==> src/rtl/bullcow_pkg.sv <==
// Shared types and default constants for the Bulls-and-Cows game engine.
// The optional turn limit is enabled by defining BULLCOW_TURN_LIMIT_EN.
package bullcow_pkg;

  // FSM state encoding. It is exported on the state port, so the values are fixed.
  typedef enum logic [2:0] {
    P1_SETUP = 3'b000,
    P2_SETUP = 3'b001,
    P1_GUESS = 3'b010,
    P2_GUESS = 3'b011,
    GAME_END = 3'b111
  } state_t;

  // Encoding of the winner port.
  typedef enum logic [1:0] {
    WIN_NONE = 2'b00,
    WIN_P1   = 2'b01,
    WIN_P2   = 2'b10,
    WIN_DRAW = 2'b11
  } winner_t;

  // Default build configuration.
  localparam int DEF_NUM_DIGITS = 4;
  localparam int DEF_DIGIT_W    = 4;
  localparam int DEF_RADIX      = 10;
  localparam int DEF_SCORE_W    = 8;
  localparam int DEF_MAX_TURNS  = 10;

  // Width needed to hold a count in the range 0..n.
  function automatic int count_w(input int n);
    return $clog2(n + 1);
  endfunction

endpackage

==> src/rtl/bullcow_scorer.sv <==
// Combinational scorer: it compares one guess with one secret and reports bulls,
// cows, and whether the guess is a legal code (every digit below RADIX, and no
// digit repeated).
module bullcow_scorer
  import bullcow_pkg::*;
#(
  parameter  int NUM_DIGITS = DEF_NUM_DIGITS,
  parameter  int DIGIT_W    = DEF_DIGIT_W,
  parameter  int RADIX      = DEF_RADIX,
  localparam int GUESS_W    = NUM_DIGITS * DIGIT_W,
  localparam int BC_W       = count_w(NUM_DIGITS)
) (
  input  logic [GUESS_W-1:0] guess,
  input  logic [GUESS_W-1:0] secret,
  output logic [BC_W-1:0]    bulls,
  output logic [BC_W-1:0]    cows,
  output logic               valid
);

  // The pair count can only exceed NUM_DIGITS when the guess repeats a digit.
  // In that case the guess is rejected anyway, but the counter is sized so it
  // cannot wrap.
  localparam int CNT_W = count_w(NUM_DIGITS * NUM_DIGITS);
  localparam logic [DIGIT_W:0] RADIX_L = (DIGIT_W + 1)'(RADIX);

  logic [DIGIT_W-1:0] g_dig [NUM_DIGITS];
  logic [DIGIT_W-1:0] s_dig [NUM_DIGITS];
  logic [CNT_W-1:0]   bull_cnt;
  logic [CNT_W-1:0]   cow_cnt;

  // Unpack the flat digit vectors into arrays, one entry per digit.
  always_comb begin
    for (int i = 0; i < NUM_DIGITS; i++) begin
      g_dig[i] = guess[i*DIGIT_W +: DIGIT_W];
      s_dig[i] = secret[i*DIGIT_W +: DIGIT_W];
    end
  end

  // Legality check: every digit is in range and no two positions share a digit.
  always_comb begin
    valid = 1'b1;
    for (int i = 0; i < NUM_DIGITS; i++) begin
      if ({1'b0, g_dig[i]} >= RADIX_L) begin
        valid = 1'b0;
      end
      for (int j = i + 1; j < NUM_DIGITS; j++) begin
        if (g_dig[i] == g_dig[j]) begin
          valid = 1'b0;
        end
      end
    end
  end

  // Bulls are matches at the same position. Cows are matches between a guess
  // digit and a secret digit at any other position.
  always_comb begin
    bull_cnt = '0;
    cow_cnt  = '0;
    for (int i = 0; i < NUM_DIGITS; i++) begin
      for (int j = 0; j < NUM_DIGITS; j++) begin
        if (g_dig[i] == s_dig[j]) begin
          if (i == j) begin
            bull_cnt = bull_cnt + CNT_W'(1);
          end else begin
            cow_cnt = cow_cnt + CNT_W'(1);
          end
        end
      end
    end
  end

  assign bulls = BC_W'(bull_cnt);
  assign cows  = BC_W'(cow_cnt);

endmodule

==> src/rtl/bullcow_engine.sv <==
// Two-player Bulls-and-Cows game engine. The FSM runs both secret entries and
// then alternating guesses. It scores each legal guess, detects wins, and keeps
// a saturating win counter for each player.
// The optional feature is enabled by defining BULLCOW_TURN_LIMIT_EN. With it,
// the game is a draw after MAX_TURNS non-winning rounds.
module bullcow_engine
  import bullcow_pkg::*;
#(
  parameter  int NUM_DIGITS = DEF_NUM_DIGITS,
  parameter  int DIGIT_W    = DEF_DIGIT_W,
  parameter  int RADIX      = DEF_RADIX,
  parameter  int SCORE_W    = DEF_SCORE_W,
  parameter  int MAX_TURNS  = DEF_MAX_TURNS,
  localparam int GUESS_W    = NUM_DIGITS * DIGIT_W,
  localparam int BC_W       = count_w(NUM_DIGITS)
) (
  input  logic                 clock,
  input  logic                 reset,
  input  logic                 enter,
  input  logic [GUESS_W-1:0]   guess,
  output logic [2:0]           state,
  output logic                 active_player,
  output logic [BC_W-1:0]      bulls,
  output logic [BC_W-1:0]      cows,
  output logic                 result_valid,
  output logic                 input_error,
  output logic [1:0]           winner,
  output logic [2*SCORE_W-1:0] points
);

  localparam logic [BC_W-1:0] ALL_BULLS = BC_W'(NUM_DIGITS);

  // A win counter holds at all ones instead of wrapping.
  function automatic logic [SCORE_W-1:0] sat_inc(input logic [SCORE_W-1:0] v);
    if (v == {SCORE_W{1'b1}}) begin
      return v;
    end
    return v + SCORE_W'(1);
  endfunction

  state_t             state_r, state_nx;
  winner_t            winner_r, winner_nx;
  logic               enter_p1;
  logic [GUESS_W-1:0] p1_secret, p1_secret_nx;
  logic [GUESS_W-1:0] p2_secret, p2_secret_nx;
  logic [BC_W-1:0]    bulls_r, bulls_nx;
  logic [BC_W-1:0]    cows_r, cows_nx;
  logic               rv_r, rv_nx;
  logic               ie_r, ie_nx;
  logic [SCORE_W-1:0] p1_points, p1_points_nx;
  logic [SCORE_W-1:0] p2_points, p2_points_nx;
  logic               ap_r, ap_nx;

  logic               submit;
  logic [GUESS_W-1:0] sc_secret;
  logic [BC_W-1:0]    sc_bulls;
  logic [BC_W-1:0]    sc_cows;
  logic               sc_valid;

`ifdef BULLCOW_TURN_LIMIT_EN
  localparam int TURN_W = count_w(MAX_TURNS);
  localparam logic [TURN_W-1:0] LAST_TURN = TURN_W'(MAX_TURNS - 1);
  logic [TURN_W-1:0] turn_r, turn_nx;
`else
  logic [31:0] unused_max_turns;
  assign unused_max_turns = MAX_TURNS;
`endif

  // A submission is the first cycle of an enter level, so a held button counts once.
  assign submit = enter & ~enter_p1;

  // The player who is guessing is scored against the other player's secret.
  assign sc_secret = ap_r ? p1_secret : p2_secret;

  bullcow_scorer #(
    .NUM_DIGITS (NUM_DIGITS),
    .DIGIT_W    (DIGIT_W),
    .RADIX      (RADIX)
  ) u_scorer (
    .guess  (guess),
    .secret (sc_secret),
    .bulls  (sc_bulls),
    .cows   (sc_cows),
    .valid  (sc_valid)
  );

  // FSM state register.
  always_ff @(posedge clock or negedge reset) begin
    if (!reset) begin
      state_r <= P1_SETUP;
    end else begin
      state_r <= state_nx;
    end
  end

  // Next state and next values of all game registers. Every response is
  // decided at the edge that samples the submission.
  always_comb begin
    state_nx     = state_r;
    winner_nx    = winner_r;
    p1_secret_nx = p1_secret;
    p2_secret_nx = p2_secret;
    bulls_nx     = bulls_r;
    cows_nx      = cows_r;
    rv_nx        = 1'b0;
    ie_nx        = 1'b0;
    p1_points_nx = p1_points;
    p2_points_nx = p2_points;
    ap_nx        = ap_r;
`ifdef BULLCOW_TURN_LIMIT_EN
    turn_nx      = turn_r;
`endif

    case (state_r)
      P1_SETUP: begin
        if (submit) begin
          if (sc_valid) begin
            p1_secret_nx = guess;
            state_nx     = P2_SETUP;
          end else begin
            ie_nx = 1'b1;
          end
        end
      end

      P2_SETUP: begin
        if (submit) begin
          if (sc_valid) begin
            p2_secret_nx = guess;
            state_nx     = P1_GUESS;
          end else begin
            ie_nx = 1'b1;
          end
        end
      end

      P1_GUESS: begin
        if (submit) begin
          if (!sc_valid) begin
            ie_nx = 1'b1;
          end else begin
            bulls_nx = sc_bulls;
            cows_nx  = sc_cows;
            rv_nx    = 1'b1;
            if (sc_bulls == ALL_BULLS) begin
              p1_points_nx = sat_inc(p1_points);
              winner_nx    = WIN_P1;
              state_nx     = GAME_END;
            end else begin
              state_nx = P2_GUESS;
            end
          end
        end
      end

      P2_GUESS: begin
        if (submit) begin
          if (!sc_valid) begin
            ie_nx = 1'b1;
          end else begin
            bulls_nx = sc_bulls;
            cows_nx  = sc_cows;
            rv_nx    = 1'b1;
`ifdef BULLCOW_TURN_LIMIT_EN
            turn_nx  = turn_r + TURN_W'(1);
`endif
            if (sc_bulls == ALL_BULLS) begin
              p2_points_nx = sat_inc(p2_points);
              winner_nx    = WIN_P2;
              state_nx     = GAME_END;
`ifdef BULLCOW_TURN_LIMIT_EN
            end else if (turn_r == LAST_TURN) begin
              winner_nx = WIN_DRAW;
              state_nx  = GAME_END;
`endif
            end else begin
              state_nx = P1_GUESS;
            end
          end
        end
      end

      GAME_END: begin
        // Any press, legal or not, starts a new game. Points are kept.
        if (submit) begin
          p1_secret_nx = '0;
          p2_secret_nx = '0;
          bulls_nx     = '0;
          cows_nx      = '0;
          winner_nx    = WIN_NONE;
          state_nx     = P1_SETUP;
`ifdef BULLCOW_TURN_LIMIT_EN
          turn_nx      = '0;
`endif
        end
      end

      default: begin
        state_nx = P1_SETUP;
      end
    endcase

    // The active player follows the state being entered and holds in GAME_END.
    case (state_nx)
      P1_SETUP, P1_GUESS: ap_nx = 1'b0;
      P2_SETUP, P2_GUESS: ap_nx = 1'b1;
      default:            ap_nx = ap_r;
    endcase
  end

  // Game datapath and status registers. Reset returns everything, including
  // points, to its initial value.
  always_ff @(posedge clock or negedge reset) begin
    if (!reset) begin
      enter_p1  <= 1'b0;
      winner_r  <= WIN_NONE;
      p1_secret <= '0;
      p2_secret <= '0;
      bulls_r   <= '0;
      cows_r    <= '0;
      rv_r      <= 1'b0;
      ie_r      <= 1'b0;
      p1_points <= '0;
      p2_points <= '0;
      ap_r      <= 1'b0;
    end else begin
      enter_p1  <= enter;
      winner_r  <= winner_nx;
      p1_secret <= p1_secret_nx;
      p2_secret <= p2_secret_nx;
      bulls_r   <= bulls_nx;
      cows_r    <= cows_nx;
      rv_r      <= rv_nx;
      ie_r      <= ie_nx;
      p1_points <= p1_points_nx;
      p2_points <= p2_points_nx;
      ap_r      <= ap_nx;
    end
  end

`ifdef BULLCOW_TURN_LIMIT_EN
  // Per-game turn counter. It advances on each scored P2 guess.
  always_ff @(posedge clock or negedge reset) begin
    if (!reset) begin
      turn_r <= '0;
    end else begin
      turn_r <= turn_nx;
    end
  end
`endif

  assign state         = state_r;
  assign active_player = ap_r;
  assign bulls         = bulls_r;
  assign cows          = cows_r;
  assign result_valid  = rv_r;
  assign input_error   = ie_r;
  assign winner        = winner_r;
  assign points        = {p2_points, p1_points};

endmodule
==> config.mk <==
export PLATFORM = sky130hd
export DESIGN_NAME = bullcow_engine
export DESIGN_NICKNAME = d
export VERILOG_FILES = /design/src/rtl/bullcow_pkg.sv /design/src/rtl/bullcow_scorer.sv /design/src/rtl/bullcow_engine.sv
export SDC_FILE = /design/constraint.sdc
export NUM_CORES = 1
export LEC_CHECK = 0
export CORE_UTILIZATION = 60
export CTS_BUF_LIST = sky130_fd_sc_hd__clkbuf_4
export CTS_CLUSTER_SIZE = 16
export DETAILED_ROUTE_END_ITERATION = 6
export PLACE_DENSITY = 0.84
export RECOVER_POWER = 50
export SYNTH_ARGS = -nofsm -noshare
export SYNTH_HDL_FRONTEND = slang
export SYNTH_HIERARCHICAL = 1
export SYNTH_SLANG_ARGS = --single-unit
==> constraint.sdc <==
create_clock -name clock -period 8.6 [get_ports clock]
set_clock_uncertainty 0.2 [all_clocks]
set_input_delay 1.29 -clock clock [delete_from_list [all_inputs] [get_ports clock]]
set_output_delay 1.29 -clock clock [all_outputs]
set_load 0.02 [all_outputs]
==> out/results.ini <==
[clock_tree]
clock-root-buffer = clkbuf_4
insertion_delay_ps = 420
htree_levels = 3
cts_hold_buf = 0
numCtsBuffers = 9
clockBufferDepth = 2
clock-sinks = 63
cts_resized = 0
clkTransAtPathRegs_ps = 110
cts_setup_buffers = 0
cts_tree = yes

[pwr]
p_per_area_nw_per_um2 = 129
irDropWorstVdd_uv = 93.4
total_power_mw = 0.707
leakagePower_nw = 2.53

[sta]
slew_headroom = -1.18
fin_setup_tns_ps = 0
final_hold_viol_count = 0
period_needed_ps = 8000
rsz0062_at_grt = no
report.final.slew_viol_count = 64
period_share = 0.930
setup_viol = 0
fmax_ghz = 0.125
worst_pin_slew_ps = 3260

[cells_and_area]
diodes = 0
layout.nets = 544
design_area_um2 = 5490
syn2layout_area_growth_pct = 13.7
final_cells = 617
final_util = 0.707
drive_gt1_frac = 0.128

[floorplan]
initial_core_util = 0.621
die_y_um = 91.7
dieWidth_um = 91.7
die_area_um2 = 8410
core_um2 = 7770
row_count = 32
ios = 49

[setup_path]
critical_path_class = in -> reg
crit_cells = 31
cp_data_required_time_ps = 8710
reg2reg_from = active_player$_DFFE_PN0P_
critPathSlowestCell = clkdlybuf4s50_1
critPathLaunchType = input pin
reg2reg_slack_ps = 910
cp-end-kind = flip-flop
crit_end = cows[2]$_DFFE_PN0P_
r2r_cells = 31
path_buf_inv = 3
cpMostUsedCell = xnor2_1
slowest_delay_ps = 800
crit_start = guess[0]
cp_top_family = simple AND/OR/NAND/NOR gates
worstPathMaxFanout = 9
reg2reg_to = cows[2]$_DFFE_PN0P_
cp.arrival_ps = 8110

[placed_design]
placed_area_um2 = 5360
gp_congestion = 0.927
place_hpwl_mm = 8.15
port_buffers = 48
place_inst = 601

[routing]
drt_iter0_markers = 291
drc_errors = 0
dr.pass1.iters = 5
drtAntennaViolNets = 0
avgRoutedWirePerCell_um = 18.4
vias_per_cell = 6.27
routed_wl_mm = 11.4
via_count = 3868

[synthesis]
synth_cells = 472
async_flop_share = 1.00
syn_area_um2 = 4830
synth-edff-count = 0
synth_area_per_cell_um2 = 10.2
syn_nets = 506
synth.distinct_cells = 61
yosysSeqAreaShare = 0.327
yosysWarnings = 6
ys_ff_latch = 63
synth_flop_cell = dfrtp_1

[status]
status = finished, violations left
violations = capacitance limit, slew limit

[grt]
grt_remaining_overflow = 0
grt_antenna_before_repair = 0
grt_util_all_layers = 0.288
grt_max_degree = 64
grt_first_pass_wirelength_mm = 18.8
grt_pass1_vias = 3805

[flow_run]
max_cap_violations = 1

[min_path]
min_from = p2_points[7]$_DFFE_PN0P_
min_path_type = reg -> reg

==> registers in the layout (all words and copies together), names as in the netlist <==
register / flops
bulls: 3
p1_secret: 16
active_player: 1
result_valid: 1
state: 3
p1_points: 8
p2_points: 8
winner: 2
p2_secret: 16
cows: 3
input_error: 1
enter_p1: 1
==> routing by layer <==
metal	part of all wire	vias up	track usage	wire length [µm]
li1	-	1760	-	-
met3	0.059	24	0.0547	676
met1	0.43	1907	0.373	4900
met5	0	-	0	0
met4	0.023	0	0.136	263
met2	0.49	177	0.466	5540
==> through the flow <==
stage / hold slack, ps / setup slack (ps)
after CTS: 300 / 636
after detailed placement: 279 / 208
after global routing: 320 / 208
after floorplan: 261 / 1220
after global placement: 277 / 547
final: 294 / 601
==> Yosys cell counts, drive strengths merged (3+ instances only) <==
master	number	area, µm²
and2	3	18.8
nand4	13	81.3
inv	17	63.8
nand2	22	82.6
a21oi	7	35.0
ha	15	188
nor2b	3	18.8
nor4	20	216
nor2	13	48.8
nand2b	4	25.0
o21ai	8	40.0
nor3	10	50.1
clkbuf	14	52.6
or3	3	23.8
mux2i	3	30.0
buf	17	109
a31oi	3	18.8
xor2	70	666
nand3	11	55.1
dfrtp	63	1580
a22o	38	333
mux2	23	259
xnor2	58	516
==> cell usage in the layout (no fill, tap or decap), types with 3 or more instances in the layout <==
cell,count
a21oi_1,7
a22o_1,38
a31oi_1,3
and2_1,3
buf_4,9
clkbuf_4,9
clkdlybuf4s50_1,32
dfrtp_1,63
dlygate4sd3_1,15
ha_1,15
inv_1,16
mux2_2,21
mux2i_1,3
nand2_1,22
nand2b_1,4
nand3_1,11
nand4_1,13
nor2_1,13
nor2b_1,3
nor3_1,10
nor4_1,11
nor4_2,3
nor4_4,6
o21ai_0,8
xnor2_1,57
xor2_1,66
==> final cells by class <==
cell class,instances,area [µm²]
Inverter,17,63.8
Sequential cell,63,1580
Clock inverter,7,63.8
Tap cell,102,128
Fill cell,569,2280
Clock buffer,9,67.6
Timing Repair Buffer,58,547
Multi-Input combinational cell,361,3040
==> kinds of logic after synthesis <==
group           count (synthesis)  synth area share
compound gates                 79             0.129
xor+xnor                      130             0.254
fa+ha+maj                      15            0.0389
buf+inv                        48            0.0467
flops                          63             0.327
mux                            26            0.0599
simple gates                  111             0.144
==> worst reg2reg max path, delay by kind of cell, from the launching register on <==
kind / cells / cell delay (ps)
buffers and inverters: 3 / 240
AND/OR/NAND/NOR: 6 / 1000
flip-flops: 1 / 890
multiplexers: 2 / 830
XOR/XNOR: 10 / 1890
AO/OA/AOI/OAI: 4 / 760
adder cells (fa/ha/maj): 6 / 1790
==> where the power goes <==
| group | switching (mW) | internal (mW) |
|---|---|---|
| Combinational | 0.108 | 0.0864 |
| Sequential | 0.00650 | 0.307 |
| Clock | 0.112 | 0.0860 |
| Total | 0.227 | 0.480 |
==> worst min-delay path by stage <==
stage               slack [ps]  depth (start not counted)                         to
detailed placement         280                          1   p1_secret[7]$_DFFE_PN0P_
CTS                        300                          1   p2_points[7]$_DFFE_PN0P_
global placement           280                          1  p1_secret[12]$_DFFE_PN0P_
finish                     290                          1   p2_points[7]$_DFFE_PN0P_
global route               320                          1   p2_secret[6]$_DFFE_PN0P_
floorplan                  260                          1   p1_secret[0]$_DFFE_PN0P_
No activity file was read; power rests on OpenSTA's default activity.
